## config.mk

```make
export PLATFORM = sky130hd
export DESIGN_NAME = conv_tile_scheduler
export DESIGN_NICKNAME = d
export VERILOG_FILES = /design/src/rtl/conv_tile_scheduler.sv
export SDC_FILE = /design/constraint.sdc
export NUM_CORES = 2
export LEC_CHECK = 0
export BUFFER_PORTS_ARGS = -buffer_cell sky130_fd_sc_hd__buf_2
export CORE_AREA = 2 2 571 573
export CTS_BUF_LIST = sky130_fd_sc_hd__clkbuf_8
export DETAILED_ROUTE_END_ITERATION = 10
export DIE_AREA = 0 0 573 575
export GPL_TIMING_DRIVEN = 0
export PLACE_DENSITY = 0.56
export SLEW_MARGIN = 20
export SYNTH_ARGS = -nofsm -noshare
export SYNTH_HDL_FRONTEND = slang
export SYNTH_SLANG_ARGS = --single-unit
```

## constraint.sdc

```tcl
create_clock -name i_clk -period 77.2 [get_ports i_clk]
set_input_delay 3.86 -clock i_clk [delete_from_list [all_inputs] [get_ports i_clk]]
set_output_delay 3.86 -clock i_clk [all_outputs]
set_load 0.01 [all_outputs]
```

## src/rtl/conv_tile_scheduler.sv

```systemverilog
// Multi-filter tile scheduler: latches one input tile, issues it with each banked kernel to a PE,
// and queues filter-tagged results in a FWFT FIFO. Optional ReLU on results: CONV_SCHED_RELU_EN.
module conv_tile_scheduler #(
  parameter int KERNEL_SIZE       = 3,
  parameter int INPUT_TILE_SIZE   = 4,
  parameter int INPUT_DATA_WIDTH  = 8,
  parameter int KERNEL_DATA_WIDTH = 8,
  parameter int CHANNELS          = 3,
  parameter int NUM_FILTERS       = 4,
  parameter int OUT_FIFO_DEPTH    = 8,
  localparam int TW  = CHANNELS * INPUT_TILE_SIZE * INPUT_TILE_SIZE * INPUT_DATA_WIDTH,
  localparam int KW  = KERNEL_SIZE * KERNEL_SIZE * KERNEL_DATA_WIDTH * CHANNELS,
  localparam int LW  = INPUT_DATA_WIDTH + KERNEL_DATA_WIDTH + 13,
  localparam int NL  = (INPUT_TILE_SIZE - KERNEL_SIZE + 1) * (INPUT_TILE_SIZE - KERNEL_SIZE + 1),
  localparam int RW  = NL * LW,
  localparam int FW  = (NUM_FILTERS > 1) ? $clog2(NUM_FILTERS) : 1,
  localparam int AW  = $clog2(OUT_FIFO_DEPTH),
  localparam int LVW = AW + 1
) (
  input  logic          i_clk,
  input  logic          i_reset,
  input  logic          i_k_wr_en,
  input  logic [FW-1:0] i_k_wr_addr,
  input  logic [KW-1:0] i_k_wr_data,
  output logic          o_k_wr_err,
  input  logic [TW-1:0] i_tile_in,
  input  logic          i_tile_valid,
  output logic          o_proc_finish,
  output logic          o_pe_start,
  output logic [TW-1:0] o_pe_tile,
  output logic [KW-1:0] o_pe_kernel,
  input  logic          i_pe_done,
  input  logic [RW-1:0] i_pe_result,
  output logic [RW-1:0] o_out_data,
  output logic [FW-1:0] o_out_filter_idx,
  output logic          o_out_last,
  output logic          o_out_valid,
  input  logic          i_out_ready,
  output logic [LVW-1:0] o_fifo_level,
  output logic          o_busy,
  output logic [15:0]   o_tile_count
);

  typedef enum logic [2:0] {StIdle, StIssue, StWait, StPush, StFinish, StGap} state_t;

  state_t        r_state;
  logic [FW-1:0] r_idx;
  logic [RW-1:0] r_hold;
  logic [KW-1:0] r_bank [NUM_FILTERS];
  logic          r_pe_start;
  logic          r_proc_finish;
  logic          r_k_wr_err;
  logic [TW-1:0] r_pe_tile;
  logic [KW-1:0] r_pe_kernel;
  logic [15:0]   r_tile_count;

  logic [RW-1:0]  r_fifo_data [OUT_FIFO_DEPTH];
  logic [FW-1:0]  r_fifo_idx  [OUT_FIFO_DEPTH];
  logic           r_fifo_last [OUT_FIFO_DEPTH];
  logic [AW-1:0]  r_wr_ptr;
  logic [AW-1:0]  r_rd_ptr;
  logic [LVW-1:0] r_level;

  logic          w_full;
  logic          w_empty;
  logic          w_pop;
  logic          w_push;
  logic          w_last;
  logic          w_wr_ok;
  logic [FW-1:0] w_next_idx;
  logic [RW-1:0] w_push_data;

  assign w_full     = (r_level == LVW'(OUT_FIFO_DEPTH));
  assign w_empty    = (r_level == '0);
  assign w_pop      = !w_empty && i_out_ready;
  assign w_last     = (r_idx == FW'(NUM_FILTERS - 1));
  assign w_push     = (r_state == StPush) && (!w_full || w_pop);
  assign w_next_idx = r_idx + 1'b1;
  assign w_wr_ok    = i_k_wr_en && (r_state == StIdle) &&
                      ({1'b0, i_k_wr_addr} < (FW + 1)'(NUM_FILTERS));

`ifdef CONV_SCHED_RELU_EN
  always_comb begin
    w_push_data = r_hold;
    for (int l = 0; l < NL; l++) begin
      if (r_hold[l*LW + LW - 1]) w_push_data[l*LW +: LW] = '0;
    end
  end
`else
  assign w_push_data = r_hold;
`endif

  // pe_kernel is loaded on entry to ISSUE so it is valid alongside pe_start.
  always_ff @(posedge i_clk or posedge i_reset) begin
    if (i_reset) begin
      r_state       <= StIdle;
      r_idx         <= '0;
      r_hold        <= '0;
      r_pe_start    <= 1'b0;
      r_proc_finish <= 1'b0;
      r_k_wr_err    <= 1'b0;
      r_pe_tile     <= '0;
      r_pe_kernel   <= '0;
      r_tile_count  <= '0;
      for (int i = 0; i < NUM_FILTERS; i++) r_bank[i] <= '0;
    end else begin
      r_pe_start    <= 1'b0;
      r_proc_finish <= 1'b0;
      r_k_wr_err    <= i_k_wr_en && !w_wr_ok;
      if (w_wr_ok) r_bank[i_k_wr_addr] <= i_k_wr_data;
      unique case (r_state)
        StIdle: begin
          if (i_tile_valid) begin
            r_pe_tile   <= i_tile_in;
            r_idx       <= '0;
            r_pe_kernel <= r_bank[0];
            r_pe_start  <= 1'b1;
            r_state     <= StIssue;
          end
        end
        StIssue: r_state <= StWait;
        StWait: begin
          if (i_pe_done) begin
            r_hold  <= i_pe_result;
            r_state <= StPush;
          end
        end
        StPush: begin
          if (w_push) begin
            if (w_last) begin
              r_proc_finish <= 1'b1;
              r_tile_count  <= r_tile_count + 16'd1;
              r_state       <= StFinish;
            end else begin
              r_idx       <= w_next_idx;
              r_pe_kernel <= r_bank[w_next_idx];
              r_pe_start  <= 1'b1;
              r_state     <= StIssue;
            end
          end
        end
        StFinish: r_state <= StGap;
        StGap:    r_state <= StIdle;
        default:  r_state <= StIdle;
      endcase
    end
  end

  always_ff @(posedge i_clk or posedge i_reset) begin
    if (i_reset) begin
      r_wr_ptr <= '0;
      r_rd_ptr <= '0;
      r_level  <= '0;
      for (int i = 0; i < OUT_FIFO_DEPTH; i++) begin
        r_fifo_data[i] <= '0;
        r_fifo_idx[i]  <= '0;
        r_fifo_last[i] <= 1'b0;
      end
    end else begin
      if (w_push) begin
        r_fifo_data[r_wr_ptr] <= w_push_data;
        r_fifo_idx[r_wr_ptr]  <= r_idx;
        r_fifo_last[r_wr_ptr] <= w_last;
        r_wr_ptr              <= r_wr_ptr + 1'b1;
      end
      if (w_pop) r_rd_ptr <= r_rd_ptr + 1'b1;
      if (w_push && !w_pop)      r_level <= r_level + LVW'(1);
      else if (!w_push && w_pop) r_level <= r_level - LVW'(1);
    end
  end

  assign o_k_wr_err       = r_k_wr_err;
  assign o_proc_finish    = r_proc_finish;
  assign o_pe_start       = r_pe_start;
  assign o_pe_tile        = r_pe_tile;
  assign o_pe_kernel      = r_pe_kernel;
  assign o_out_data       = r_fifo_data[r_rd_ptr];
  assign o_out_filter_idx = r_fifo_idx[r_rd_ptr];
  assign o_out_last       = r_fifo_last[r_rd_ptr];
  assign o_out_valid      = !w_empty;
  assign o_fifo_level     = r_level;
  assign o_busy           = (r_state != StIdle);
  assign o_tile_count     = r_tile_count;

endmodule

```

# After elaboration in Yosys (flattened, before gate mapping)
# Cells that the tools add are included.
# word_totals
reg_bits	2566
inputBits	724
output_inout_bits	744
elab_cells	136
# classes
n_addsub	6
order_cmp	6
n_eq_ne	10
muxes	46
n_bitwise	4
reduce_logical	24
# ops
operator	count
216-bit 2-to-1 mux	6
928-bit bitwise mux	1
864-bit bitwise mux	1
216-bit binary-select mux with 2-bit select	1
216-bit demux with 2-bit select	1
216-bit one-hot mux with 2 select lines	1
116-bit binary-select mux with 3-bit select	1
116-bit demux with 3-bit select	1
116-bit 2-to-1 mux	3
16-bit by 1-bit adder with 16-bit output, second input constant	1
16-bit bitwise mux	1
3-bit one-hot mux with 5 select lines	1
2-bit 2-to-1 mux	6
3-bit 2-to-1 mux	4
1-bit 2-to-1 mux	9
8-bit bitwise mux	1
4-bit >= comparator, second input constant	2
1-bit logical AND	8
4-bit 2-to-1 mux	2
2-bit inequality test, second input constant	4
3-bit NOT with 4-bit output	2
3-bit by 1-bit adder with 3-bit output, second input constant	2
2-bit binary-select mux with 3-bit select	1
2-bit demux with 3-bit select	1
other kinds (25)	35

# Depth between registers and ports, before layout
# depth
ltp_word	9
depth_mapped	12
depth_no_buf	10

# Worst setup path after synthesis
# No wires, ideal clock.
# synth_timing
path_type	input to register
startpoint	in i_out_ready
endpoint	reg r_level[3] (netlist: o_fifo_level[3])
setup_time_ns	0.136
t_arrival_ns	5.725
required_time_ns	77.064
setup_slack_ns	71.339
cell_stages	10
n_path_buf	2
path_cell_list	nor2b_1 -> a21oi_2 -> buf_2 -> buf_2 -> ha_1 -> inv_1 -> ha_1 -> a21o_1 -> a2111oi_0 -> o31ai_1
# synth_between
elab_chain_cells	6
word_cells_on_any_way	9
classes_between	mux (1); reduce/logical (8)
# synth_lines
item	line	rtl
start: declaration	38	input logic i_out_ready,
1-bit logical AND (*)	75	assign w_pop = !w_empty && i_out_ready;
1-bit logical OR (*)	77	assign w_push = (r_state == StPush) && (!w_full || w_pop);
1-bit logical AND (*)	77	
via w_push	67	logic w_push;
1-bit logical NOT	168	else if (!w_push && w_pop) r_level <= r_level - LVW'(1);
1-bit logical AND	168	
2-bit nonzero test (no source line)	-	
end signal: assignment	167	if (w_push && !w_pop) r_level <= r_level + LVW'(1);
end signal: assignment	168	
end: declaration	62	logic [LVW-1:0] r_level;
# Mark *: on every way through the listed nets, which the timed path passes. The rest lies on a longest branch.
# A chain may end at the register's enable or synchronous reset.

# Worst setup path after layout
# layout_timing
startpoint	reg r_rd_ptr[1]
endpoint	out o_out_data[71]
# layout_between
elab_chain_cells	4
# layout_lines
item	line	rtl
start: declaration	61	logic [AW-1:0] r_rd_ptr;
start signal: assignment	166	if (w_pop) r_rd_ptr <= r_rd_ptr + 1'b1;
3-bit NOT with 4-bit output (not written as such)	177	assign o_out_data = r_fifo_data[r_rd_ptr];
116-bit binary-select mux with 3-bit select	177	
116-bit 2-to-1 mux (not written as such) (2 in series)	177	
end: declaration	34	output logic [RW-1:0] o_out_data,
# No other way between the ends. The select of a mux whose other input is x is not followed.

==> out/qor.yml <==
synth_edf_count: 0
grt_setup_unrepaired: "false"
fmax_mhz: 120.5
startpoint_type: "register"
holdPathEnd: "o_tile_count[15]$_DFFE_PP0P_"
cp_max_fo: 10
totalWireLength_um: 375700
start_util_pct: 33.53
drv_cap: 0
r2r_cells: 8
cts_root_buffer: "clkbuf_8"
clockBufferDepth: 4
critPathKind: "reg -> out"
track_usage_pct: 22.35
syn_avg_cell_area_um2: 16.17
synth_top_area_cell: "dfrtp_1"
rr_startpoint: "r_idx[1]$_DFFE_PP0P_"
antenna_left: 0
drc: 0
drive_above_1_share_pct: 60.39
portBuffers: 1467
final-hold-violation-count: 0
synth_top_area_share_pct: 59.25
hp-class: "reg -> reg"
final_cells: 13390
async_flop_share_pct: 100.0
tns_ns: 0
globalplace.congestion: 0.9737
synth_area_leaders: "dfrtp_1, mux2_2, mux4_2, a2bb2oi_1, mux2_1"
p_per_area_nw_per_um2: 47.88
die_w_um: 573
numCtsBuffers: 452
whs_path_depth: 1
arrival_ns: 4.44
syn_area_um2: 108400
finalSetupViolCount: 0
synth_top_flop_cell: "dfrtp_1"
cts_tree: "done"
post-dp-hpwl_um: 282000
drv_slew: 0
nets: 9382
status: "complete, no violations"
dpl.cell_count: 12520
grt_pass1_wl_um: 539300
end_kind: "output port"
overflow: 0
n_fill_cell: 30270
cellLeakagePower_nw: 59.99
antenna_found_initial: 171
htree_levels: 5
grt_pass1_vias: 72930
clock_latency_ns: 1.09
synth_seq_area_share_pct: 59.25
drt-wirelength-per-cell_um: 28.06
routed-wl-met2_um: 164800
period_needed_ns: 8.300
top_layer_used: "met5"
post-route-util_pct: 40.67
worstHoldStart: "o_tile_count[15]$_DFFE_PP0P_"
synthCells: 6700
ys_seq_elements: 2566
via_per_inst: 5.078
coreArea_um2: 323200
grt_max_degree: 113
ir_drop_uv: 26.51
cts.sinks: 2566
synth_cell_type_count: 46
reg2reg_slack_ns: 72.59
path_clk_slew_ns: 0.06
die_area_um2: 329500
slew_headroom_pct: 20.49
synth_warnings: 0
timing.final.crit_share_pct: 10.75
drt-met1-wl_um: 165700
finalClockSkew_ns: 0.08174
worstMarginPinSlew_ns: 1.193
cts_resized: 0
route.met3.wl_um: 33700
syn-num-nets: 7432
syn_to_final_growth_pct: 21.29
drtPass1Iterations: 5
via_count: 67990
drtIter0Drc: 3849
regToRegEndpoint: "o_pe_kernel[127]$_DFFE_PP0P_"
cp.required_ns: 73.34
hold_buffers: 0
cts_setup_buffers: 0
p_total_mw: 6.293
std_cell_rows: 209
io-pin-count: 1468
die_y_um: 575
[power by group]
group / switching [mW] / internal, mW / total (mW)
Combinational: 1.28 / 1.31 / 2.59
Sequential: 0.404 / 2.01 / 2.42
Clock: 0.585 / 0.706 / 1.29
Total: 2.27 / 4.03 / 6.29
[state kept, by name, summed over array words and instances, names as in the netlist]
register	flops
o_tile_count	16
o_pe_start	1
o_fifo_level	4
o_pe_kernel	216
r_state	3
r_fifo_data	928
r_hold	116
r_wr_ptr	3
r_fifo_last	8
r_bank	864
r_rd_ptr	3
r_idx	2
o_pe_tile	384
r_fifo_idx	16
o_proc_finish	1
o_k_wr_err	1
[layout make-up]
cell class	instances	area [um^2]	share of cell area [%]
diodes	59	147.6	0.1123
plain buffers	469	2345	1.784
clock buffers	584	8038	6.115
clock inverters	225	1321	1.005
inverters	8	37.54	0.02856
multi-input cells	3657	41810	31.81
flip-flops and latches	2566	64210	48.85
well taps	4325	5411	4.117
repair buffers	1496	8124	6.181
[synth_stat cells, types with 7 or more instances]
master and instances:
buf_2 240, o22ai_1 215, buf_4 68, clkbuf_1 133
and3_1 7, ha_1 7, mux4_2 238, mux2_1 155
buf_1 26, inv_1 8, mux2_2 2717, xnor2_1 16
nand2_1 15, dfrtp_1 2566, a2bb2oi_1 215, nand3_1 9
nand4_1 7
[cell families after synthesis]
group | Yosys count | share of synthesized area, %
xor gates and xnor gates | 21 | 0.1697
muxes | 3112 | 34.81
DFF | 2566 | 59.25
and+or+nand+nor | 73 | 0.4226
adders and majority gates | 8 | 0.09929
AOI/OAI and AO/OA | 443 | 3.068
buffers and inverters | 477 | 2.179
[worst max-delay path, cell delays in order (launching register included)]
cell,delay (ns)
dfrtp_1,0.34
clkbuf_1,0.40
clkbuf_1,0.93
clkbuf_1,0.73
mux4_2,0.42
mux2_2,0.33
buf_2,0.16
[how the worst max path moves through the flow]
stage | startpoint | endpoint | slack, ns | cells after the start
global placement | i_reset | o_pe_tile[330]$_DFFE_PP0P_ | -24.35 | 2
global route | r_rd_ptr[1]$_DFFE_PP0P_ | o_out_data[82] | 68.76 | 6
finish | r_rd_ptr[1]$_DFFE_PP0P_ | o_out_data[71] | 68.90 | 6
CTS | r_rd_ptr[1]$_DFFE_PP0P_ | o_out_data[90] | 68.76 | 6
detailed placement | i_reset | r_bank[210]$_DFFE_PP0P_ | 69.90 | 8
floorplan | i_reset | o_fifo_level[0]$_DFFE_PP0P_ | 0.81 | 1
[layout by cell type (no fill, tap or decap), types with 4 or more instances in the layout]
cell type	instances
mux2_2	2717
dfrtp_1	2566
buf_2	1707
clkbuf_8	584
mux4_2	238
o22ai_1	215
a2bb2oi_1	215
inv_1	160
mux2_1	155
clkbuf_1	122
buf_4	68
diode_2	59
clkinv_2	37
buf_16	28
buf_1	26
xnor2_1	16
nand2_1	15
clkbuf_2	11
nand3_1	9
bufinv_16	9
clkinvlp_4	8
nand4_1	7
and3_1	7
ha_1	7
inv_8	5
nor2_1	5
xor2_1	5
nor2b_1	4
nor3_1	4
clkinv_8	4
inv_6	4
[routing by layer]
layer	vias up	global-route usage [%]
li1	28970	-
met5	-	0
met4	88	6.085
met3	691	7.992
met1	36250	30.38
met2	1993	33.64
[stage by stage]
stage	setup slack, ns	area [um^2]	hold WS, ns
global route	68.76	131300	0.4945
detailed placement	69.90	121900	0.4614
finish	68.90	131400	0.4756
global placement	-24.35	121100	0.4615
CTS	68.76	131300	0.4781
floorplan	0.8054	108400	0.4526
(Power assumes the default switching activity.)
